## src/rtl/router_fsm_if.sv

```systemverilog
// Signal bundle between the router source/register side and the packet
// sequencing controller. The master drives packet and FIFO status; the slave
// (router_fsm) returns the register-block strobes and the FIFO select.
interface router_fsm_if #(
  parameter int NPORTS = 3
);

  // Source and register-block status seen by the controller
  logic              pkt_valid;
  logic [1:0]        data_in;
  logic              fifo_full;
  logic [NPORTS-1:0] fifo_empty;
  logic [NPORTS-1:0] soft_reset;
  logic              parity_done;
  logic              low_packet_valid;

  // Controller strobes and FIFO select
  logic              detect_addr;
  logic              lfd_state;
  logic              ld_state;
  logic              full_state;
  logic              laf_state;
  logic              rst_int_reg;
  logic              write_enb_reg;
  logic              busy;
  logic [1:0]        addr;

  modport master (
    output pkt_valid,
    output data_in,
    output fifo_full,
    output fifo_empty,
    output soft_reset,
    output parity_done,
    output low_packet_valid,
    input  detect_addr,
    input  lfd_state,
    input  ld_state,
    input  full_state,
    input  laf_state,
    input  rst_int_reg,
    input  write_enb_reg,
    input  busy,
    input  addr
  );

  modport slave (
    input  pkt_valid,
    input  data_in,
    input  fifo_full,
    input  fifo_empty,
    input  soft_reset,
    input  parity_done,
    input  low_packet_valid,
    output detect_addr,
    output lfd_state,
    output ld_state,
    output full_state,
    output laf_state,
    output rst_int_reg,
    output write_enb_reg,
    output busy,
    output addr
  );

endinterface

```

## src/rtl/router_fsm.sv

```systemverilog
// Packet-sequencing controller for the 1xN router input path.
// Decodes the header address, then walks the register block through the
// header, payload, FIFO-full stall, parity load and parity check phases.
// Moore machine: every output is a decode of the state and address flops.
module router_fsm #(
  parameter int NPORTS = 3
) (
  input  logic        clk,
  input  logic        reset,
  router_fsm_if.slave bus
);

  typedef enum logic [2:0] {
    DECODE_ADDRESS     = 3'd0,
    LOAD_FIRST_DATA    = 3'd1,
    LOAD_DATA          = 3'd2,
    FIFO_FULL_STATE    = 3'd3,
    LOAD_AFTER_FULL    = 3'd4,
    LOAD_PARITY        = 3'd5,
    CHECK_PARITY_ERROR = 3'd6,
    WAIT_TILL_EMPTY    = 3'd7
  } state_t;

  state_t     state_q, state_d;
  logic [1:0] addr_q,  addr_d;

  logic header_ok;
  logic soft_reset_hit;

  // Header qualification and timeout detection for the FIFO currently selected
  always_comb begin
    header_ok      = bus.pkt_valid && (int'(bus.data_in) < NPORTS);
    soft_reset_hit = bus.soft_reset[addr_q];
  end

  // Next-state and address-latch logic; a timeout on the selected FIFO
  // abandons the packet from any state except the idle decode state
  always_comb begin
    state_d = state_q;
    addr_d  = addr_q;
    if ((state_q != DECODE_ADDRESS) && soft_reset_hit) begin
      state_d = DECODE_ADDRESS;
    end else begin
      unique case (state_q)
        DECODE_ADDRESS: begin
          if (header_ok) begin
            addr_d  = bus.data_in;
            state_d = bus.fifo_empty[bus.data_in] ? LOAD_FIRST_DATA
                                                  : WAIT_TILL_EMPTY;
          end
        end
        LOAD_FIRST_DATA: begin
          state_d = LOAD_DATA;
        end
        LOAD_DATA: begin
          if (bus.fifo_full)
            state_d = FIFO_FULL_STATE;
          else if (!bus.pkt_valid)
            state_d = LOAD_PARITY;
        end
        FIFO_FULL_STATE: begin
          if (!bus.fifo_full)
            state_d = LOAD_AFTER_FULL;
        end
        LOAD_AFTER_FULL: begin
          if (bus.parity_done)
            state_d = DECODE_ADDRESS;
          else if (bus.low_packet_valid)
            state_d = LOAD_PARITY;
          else
            state_d = LOAD_DATA;
        end
        LOAD_PARITY: begin
          state_d = CHECK_PARITY_ERROR;
        end
        CHECK_PARITY_ERROR: begin
          state_d = bus.fifo_full ? FIFO_FULL_STATE : DECODE_ADDRESS;
        end
        WAIT_TILL_EMPTY: begin
          if (bus.fifo_empty[addr_q])
            state_d = LOAD_FIRST_DATA;
        end
        default: begin
          state_d = DECODE_ADDRESS;
        end
      endcase
    end
  end

  // State and address registers with synchronous reset back to idle decode
  always_ff @(posedge clk) begin
    if (reset) begin
      state_q <= DECODE_ADDRESS;
      addr_q  <= 2'd0;
    end else begin
      state_q <= state_d;
      addr_q  <= addr_d;
    end
  end

  // Moore output decode; the source may only advance in decode and payload
  always_comb begin
    bus.detect_addr   = 1'b0;
    bus.lfd_state     = 1'b0;
    bus.ld_state      = 1'b0;
    bus.full_state    = 1'b0;
    bus.laf_state     = 1'b0;
    bus.rst_int_reg   = 1'b0;
    bus.write_enb_reg = 1'b0;
    bus.busy          = 1'b1;
    bus.addr          = addr_q;
    unique case (state_q)
      DECODE_ADDRESS: begin
        bus.detect_addr = 1'b1;
        bus.busy        = 1'b0;
      end
      LOAD_FIRST_DATA: begin
        bus.lfd_state = 1'b1;
      end
      LOAD_DATA: begin
        bus.ld_state      = 1'b1;
        bus.write_enb_reg = 1'b1;
        bus.busy          = 1'b0;
      end
      FIFO_FULL_STATE: begin
        bus.full_state = 1'b1;
      end
      LOAD_AFTER_FULL: begin
        bus.laf_state     = 1'b1;
        bus.write_enb_reg = 1'b1;
      end
      LOAD_PARITY: begin
        bus.write_enb_reg = 1'b1;
      end
      CHECK_PARITY_ERROR: begin
        bus.rst_int_reg = 1'b1;
      end
      WAIT_TILL_EMPTY: begin
        bus.busy = 1'b1;
      end
      default: begin
        bus.busy = 1'b1;
      end
    endcase
  end

endmodule

```

## src/flat_wrapper.sv

```systemverilog
// flat-port wrapper written by rule: the top's interface ports become plain ports
module router_fsm_flat 
#(
  parameter int NPORTS = 3
)
  (clk, reset, bus_pkt_valid, bus_data_in, bus_fifo_full, bus_fifo_empty, bus_soft_reset, bus_parity_done, bus_low_packet_valid, bus_detect_addr, bus_lfd_state, bus_ld_state, bus_full_state, bus_laf_state, bus_rst_int_reg, bus_write_enb_reg, bus_busy, bus_addr);
  router_fsm_if #(.NPORTS(NPORTS)) bus_i ();
  input  logic clk;
  input  logic reset;
  input wire logic [$bits(bus_i.pkt_valid)-1:0] bus_pkt_valid;
  input wire logic [$bits(bus_i.data_in)-1:0] bus_data_in;
  input wire logic [$bits(bus_i.fifo_full)-1:0] bus_fifo_full;
  input wire logic [$bits(bus_i.fifo_empty)-1:0] bus_fifo_empty;
  input wire logic [$bits(bus_i.soft_reset)-1:0] bus_soft_reset;
  input wire logic [$bits(bus_i.parity_done)-1:0] bus_parity_done;
  input wire logic [$bits(bus_i.low_packet_valid)-1:0] bus_low_packet_valid;
  output wire logic [$bits(bus_i.detect_addr)-1:0] bus_detect_addr;
  output wire logic [$bits(bus_i.lfd_state)-1:0] bus_lfd_state;
  output wire logic [$bits(bus_i.ld_state)-1:0] bus_ld_state;
  output wire logic [$bits(bus_i.full_state)-1:0] bus_full_state;
  output wire logic [$bits(bus_i.laf_state)-1:0] bus_laf_state;
  output wire logic [$bits(bus_i.rst_int_reg)-1:0] bus_rst_int_reg;
  output wire logic [$bits(bus_i.write_enb_reg)-1:0] bus_write_enb_reg;
  output wire logic [$bits(bus_i.busy)-1:0] bus_busy;
  output wire logic [$bits(bus_i.addr)-1:0] bus_addr;
  assign bus_i.pkt_valid = bus_pkt_valid;
  assign bus_i.data_in = bus_data_in;
  assign bus_i.fifo_full = bus_fifo_full;
  assign bus_i.fifo_empty = bus_fifo_empty;
  assign bus_i.soft_reset = bus_soft_reset;
  assign bus_i.parity_done = bus_parity_done;
  assign bus_i.low_packet_valid = bus_low_packet_valid;
  assign bus_detect_addr = bus_i.detect_addr;
  assign bus_lfd_state = bus_i.lfd_state;
  assign bus_ld_state = bus_i.ld_state;
  assign bus_full_state = bus_i.full_state;
  assign bus_laf_state = bus_i.laf_state;
  assign bus_rst_int_reg = bus_i.rst_int_reg;
  assign bus_write_enb_reg = bus_i.write_enb_reg;
  assign bus_busy = bus_i.busy;
  assign bus_addr = bus_i.addr;
  router_fsm #(.NPORTS(NPORTS)) u_core (.clk(clk), .reset(reset), .bus(bus_i));
endmodule
```

## config.mk

```make
export PLATFORM = sky130hd
export DESIGN_NAME = router_fsm_flat
export DESIGN_NICKNAME = d
export VERILOG_FILES = /design/src/rtl/router_fsm_if.sv /design/src/rtl/router_fsm.sv /design/src/flat_wrapper.sv
export SDC_FILE = /design/constraint.sdc
export NUM_CORES = 1
export LEC_CHECK = 0
export ABC_AREA = 1
export CAP_MARGIN = 20
export CORE_AREA = 2 2 39 41
export CTS_BUF_LIST = sky130_fd_sc_hd__clkbuf_2 sky130_fd_sc_hd__clkbuf_4 sky130_fd_sc_hd__clkbuf_8
export DETAILED_ROUTE_END_ITERATION = 6
export DIE_AREA = 0 0 41 43
export PLACE_DENSITY = 0.74
export REMOVE_ABC_BUFFERS = 1
export SETUP_SLACK_MARGIN = 0.5
export SYNTH_ARGS = -nofsm -noshare
export SYNTH_HDL_FRONTEND = slang
export SYNTH_SLANG_ARGS = --single-unit
```

## constraint.sdc

```tcl
create_clock -name clk -period 1.2 [get_ports clk]
set_input_delay 0.12 -clock clk [delete_from_list [all_inputs] [get_ports clk]]
set_output_delay 0.12 -clock clk [all_outputs]
set_load 0.005 [all_outputs]
```

* Word-level counts from Yosys, hierarchy flattened
Cells that the tools add are included.
Storage, ports and cells: flip-flop bits (word level) 5, bits in latches 0, memory bits (writable) 0, memory bits (read-only) 0, bits of input ports 14, memories 0
Operators by class: $add $sub $neg 0, multiply operators 0, divide/modulo/power cells 0, $lt $le $gt $ge 3, eq/ne operators 11, shift operators 0, muxes and demuxes 24, bitwise gates (word level) 1, reduce and logical (&&, ||, !) cells 9
Operators with widths (number):
- 3-bit two-way mux | 8
- 3-bit one-hot mux with 8 select lines | 1
- 3-bit equality test, second input constant | 4
- 1-bit two-way mux | 11
- 1-bit binary-select mux with 2-bit select | 3
- 3-bit by 2-bit equality test with 1-bit output, second input constant | 2
- 2-bit by 3-bit < comparator with 1-bit output, second input constant | 2
- 2-bit by 1-bit != test with 1-bit output, second input constant | 2
- 4-bit AND reduction | 1
- 2-bit OR reduction | 2
- 3-bit by 1-bit equality test with 1-bit output, second input constant | 1
- 3-bit zero test | 1
- 3-bit != test, second input constant | 1
- 3-bit AND reduction | 1
- 3-bit nonzero test | 1
- 3-bit OR reduction | 1
- 1-bit logical AND | 2
- 2-bit < comparator, second input constant | 1
- 2-bit two-way mux | 1
- 2-bit != test, second input constant | 1
- 1-bit inverter | 1

* Longest topological paths before layout
word-level depth 5, depth in mapped cells 9

* Worst setup path after synthesis
No wires, ideal clock.
path type flip-flop to flip-flop, from register u_core.state_q[2], to register u_core.state_q[2], setup time 0.114 ns, data arrival time 0.973 ns, data required time 1.086 ns, setup slack 0.113 ns, stages on the path, launching flop included 8, path buffers 0, path through dfxtp_1 > inv_4 > nand3_2 > nor2_2 > nor2_2 > nand3_4 > nor2_1 > nor2_2
On the way: word-level cells in the longest chain between the ends 3, elaborated cells between the ends (all ways) 17, classes of those cells eq/ne (11); mux (1); reduce/logical (5)
RTL lines:
- from (decl) | RTL line router_fsm.sv:24 | state_t state_q, state_d;
- from (signal assigned) | RTL line router_fsm.sv:96 | state_q <= state_d;
- 3-bit by 2-bit equality test with 1-bit output, or another cell as far along | RTL line router_fsm.sv:44 | unique case (state_q)
- 3-bit != test (no source line), or another cell as far along
- 4-bit AND reduction (no source line) / 2-bit OR reduction (equally long branches)
Several ways; a longest one is shown, not always the timed one. A chain may end at the register's enable or synchronous reset.

* Final worst setup path
from register u_core.state_q[1], to register u_core.state_q[0]
Same word-level chain as after synthesis.

==> out/qor.txt <==
outcome: complete, but fails checks
failing checks: setup timing
CP most frequent cell: nand2_2
Clock Pin Slew Worst Setup and Hold Paths: 0.04 ns
Yosys cell types: 17
Yosys reg bits: 5
number of flops mapped to enable cells by yosys: 0
Crit path max-delay family: simple AND/OR/NAND/NOR gates
register area share after synthesis: 20.30%
Tmin final: 1.230 ns
Clk network pwr share: 8.8%
WS Path Type: reg2reg
CTS Buf Count: 3
setup ws final: -0.03028 ns
Clock Path Buffers: 2
Multi-input gate area: 437.9 µm²
WP depth: 10
initial core utilization: 35.62%
final hold vios: 0
cell count after synthesis: 89
largest cells by area after synthesis: dfxtp_1 20%, nand2_1 17%, nor2_1 13%, nor2_2 8.9%, inv_1 7.6%
CP max-delay cell: dfxtp_4
met1 usage: 18.71%
Detailed Routing Iterations Pass 1: 2
P_sw: 0.001122 W
Total GRT Usage: 20.30%
PortBufs: 23
ys flop type: dfxtp_1
count leader, synth: nand2_1
largest net degree at the start of global routing: 7
sequential power share: 16.3%
fin crit share: 102.5%
crit end category: flop
initial antenna violation count: 0
Pleak: 0.5005 nW
ys async rst share: 0%
Via-to-Cell Ratio: 4.601
most frequent cells after synthesis: 22 x nand2_1, 17 x nor2_1, 10 x inv_1, 7 x nand3_1, 7 x nor2_2
antenna diode count: 0
CTS tree: done
number of DRC markers in iteration 0: 1
Detail Route Antenna Nets: 0
H-tree levels: 1
layout cells sized above 1: 56.93%
Worst VDD drop: 1614 µV
Setup Viol. Count Final: 2
die outline height: 43 µm
core area: 0.001384 mm²
global-route wire length before repair: 2.449 mm
CP cell instances: nand2_4, buf_6, nor2_4, nand2_1, clkinv_1, nand2_2, nand3_4, nand2_2, nand2_2, nor2_2
Fin Setup TNS: -0.05964 ns
startpoint types: flop
Reg area: 113.9 µm²
Worst slew margin: 85.03%
CP Data Arrival Time: 1.37 ns
fillcell total: 124
die width: 41 µm
gr ovfl total: 0
Slew Limit Fails: 0
root buffer cell: clkbuf_4
Worst Tran Pin Value: 0.2231 ns
site row count: 14
Largest stage delay, worst path: 0.41 ns
dpl ws: -0.2383 ns
synthesized cell area: 493.0 µm²
fin cells: 153
final clock skew: 0.001438 ns
Yosys top cell area share: 20.30%
Syn Area/Cell: 5.539 µm²
Hold Crit Class: in2reg
met2 GRT Util: 39.38%
DP Cell Count: 140
unrepaired setup endpoints after global routing: true
Max-Cap Viols: 0
area of the die: 0.001763 mm²
post-synth top area cell: dfxtp_1
dpl hpwl: 1.173 mm
gpl congestion: 0.7608
critical path data required time: 1.34 ns
Fin Hold WS: 0.5423 ns
vias in the first global route: 646
area grow syn2layout: 109.6%
Hold Crit Depth: 2
Clk Latency, worst-skew pair: 0.24 ns
Post-layout nets: 152
overall power: 0.002449 W
Reg2Reg Depth: 10
combinational share of power: 75.0%
Ports: 24
GRT met3 Usage: 7.853%
critical path buffer and inverter count: 2
CTS Sinks: 5
per-cell routed wire length: 10.59 µm
Ys Warns: 0
Pwr Density: 2370 mW/mm²
sw frac: 45.81%
Cell Int Power: 0.001327 W
DR DRC count: 0
total number of vias: 704
fmax: 812.8 MHz
final wirelength: 1.621 mm
CP Max Fanout: 6
CTS Hold Buffers Added: 0
busiest grt layer: met2
## final timing paths
check | from | endpoint | slack (ns)
max | u_core.state_q[1] | u_core.state_q[0] | -0.03
min | reset | u_core.bus.addr[1] | 0.54
max reg2reg | u_core.state_q[1] | u_core.state_q[0] | -0.03
min reg2reg | u_core.bus.addr[0] | u_core.bus.addr[0] | 0.63
## state kept, by name (all words and copies together), names as in the netlist
register,count
u_core.bus.addr,2
u_core.state_q,3
## what timing repair did
item | 4_1_cts | 5_1_grt
pin swaps | 10 | 6
cloned | 0 | 0
endpoints found under the setup margin | 15 | 15
buffers inserted | 6 | 3
gates resized for setup | 72 | 17
## layer usage
layer	routed length (µm)	up-vias
met5	0	-
met4	0	0
met3	124	0
met2	911	24
met1	586	308
li1	-	372
## placed cells by master (no fill, tap or decap), types with 3 or more instances in the layout
master and count:
nand2_1 13, nor2_1 10, buf_6 7, nand3_1 7, buf_2 7, inv_1 9
buf_4 16, nand2_2 11, clkdlybuf4s50_1 13, clkbuf_4 4, dfxtp_4 3, nor2_4 4
nor2_2 10
## area by class of cell
class,count,share of cell area [%]
multi-input cells,70,42.37
repair buffers,44,35.71
flip-flops and latches,5,11.02
inverters,14,6.053
clock buffers,4,2.906
well taps,16,1.937
## worst register-to-register path, delay by kind of cell (launching register included)
kind | cells | cell delay, ns
DFF | 1 | 0.41
buffers and inverters | 2 | 0.17
and+or+nand+nor | 8 | 0.56
## stage by stage
step	utilization, %	instance area [µm²]
6_report	74.68	1033
5_1_grt	74.68	1033
4_1_cts	70.71	978.4
3_5_place_dp	60.22	833.3
3_3_place_gp	60.22	833.3
2_1_floorplan	-	493.0
## power by group through the flow
stage / Combinational (W) / Clock [W] / Sequential [W]
global route: 0.00200 / 0.000242 / 0.000407
CTS: 0.00169 / 0.000224 / 0.000364
global placement: 0.00141 / 0 / 0.000321
detailed placement: 0.00144 / 0 / 0.000321
floorplan: 0.000723 / 0 / 0.000309
finish: 0.00184 / 0.000216 / 0.000398
## logic make-up after synthesis
| family | after synthesis | share of synthesized area (%) |
|---|---|---|
| AND/OR/NAND/NOR | 60 | 57.36 |
| AO/OA/AOI/OAI | 10 | 11.16 |
| flip-flops | 5 | 20.31 |
| buffers and inverters | 14 | 11.17 |
Power figures use the tool's default switching activity.
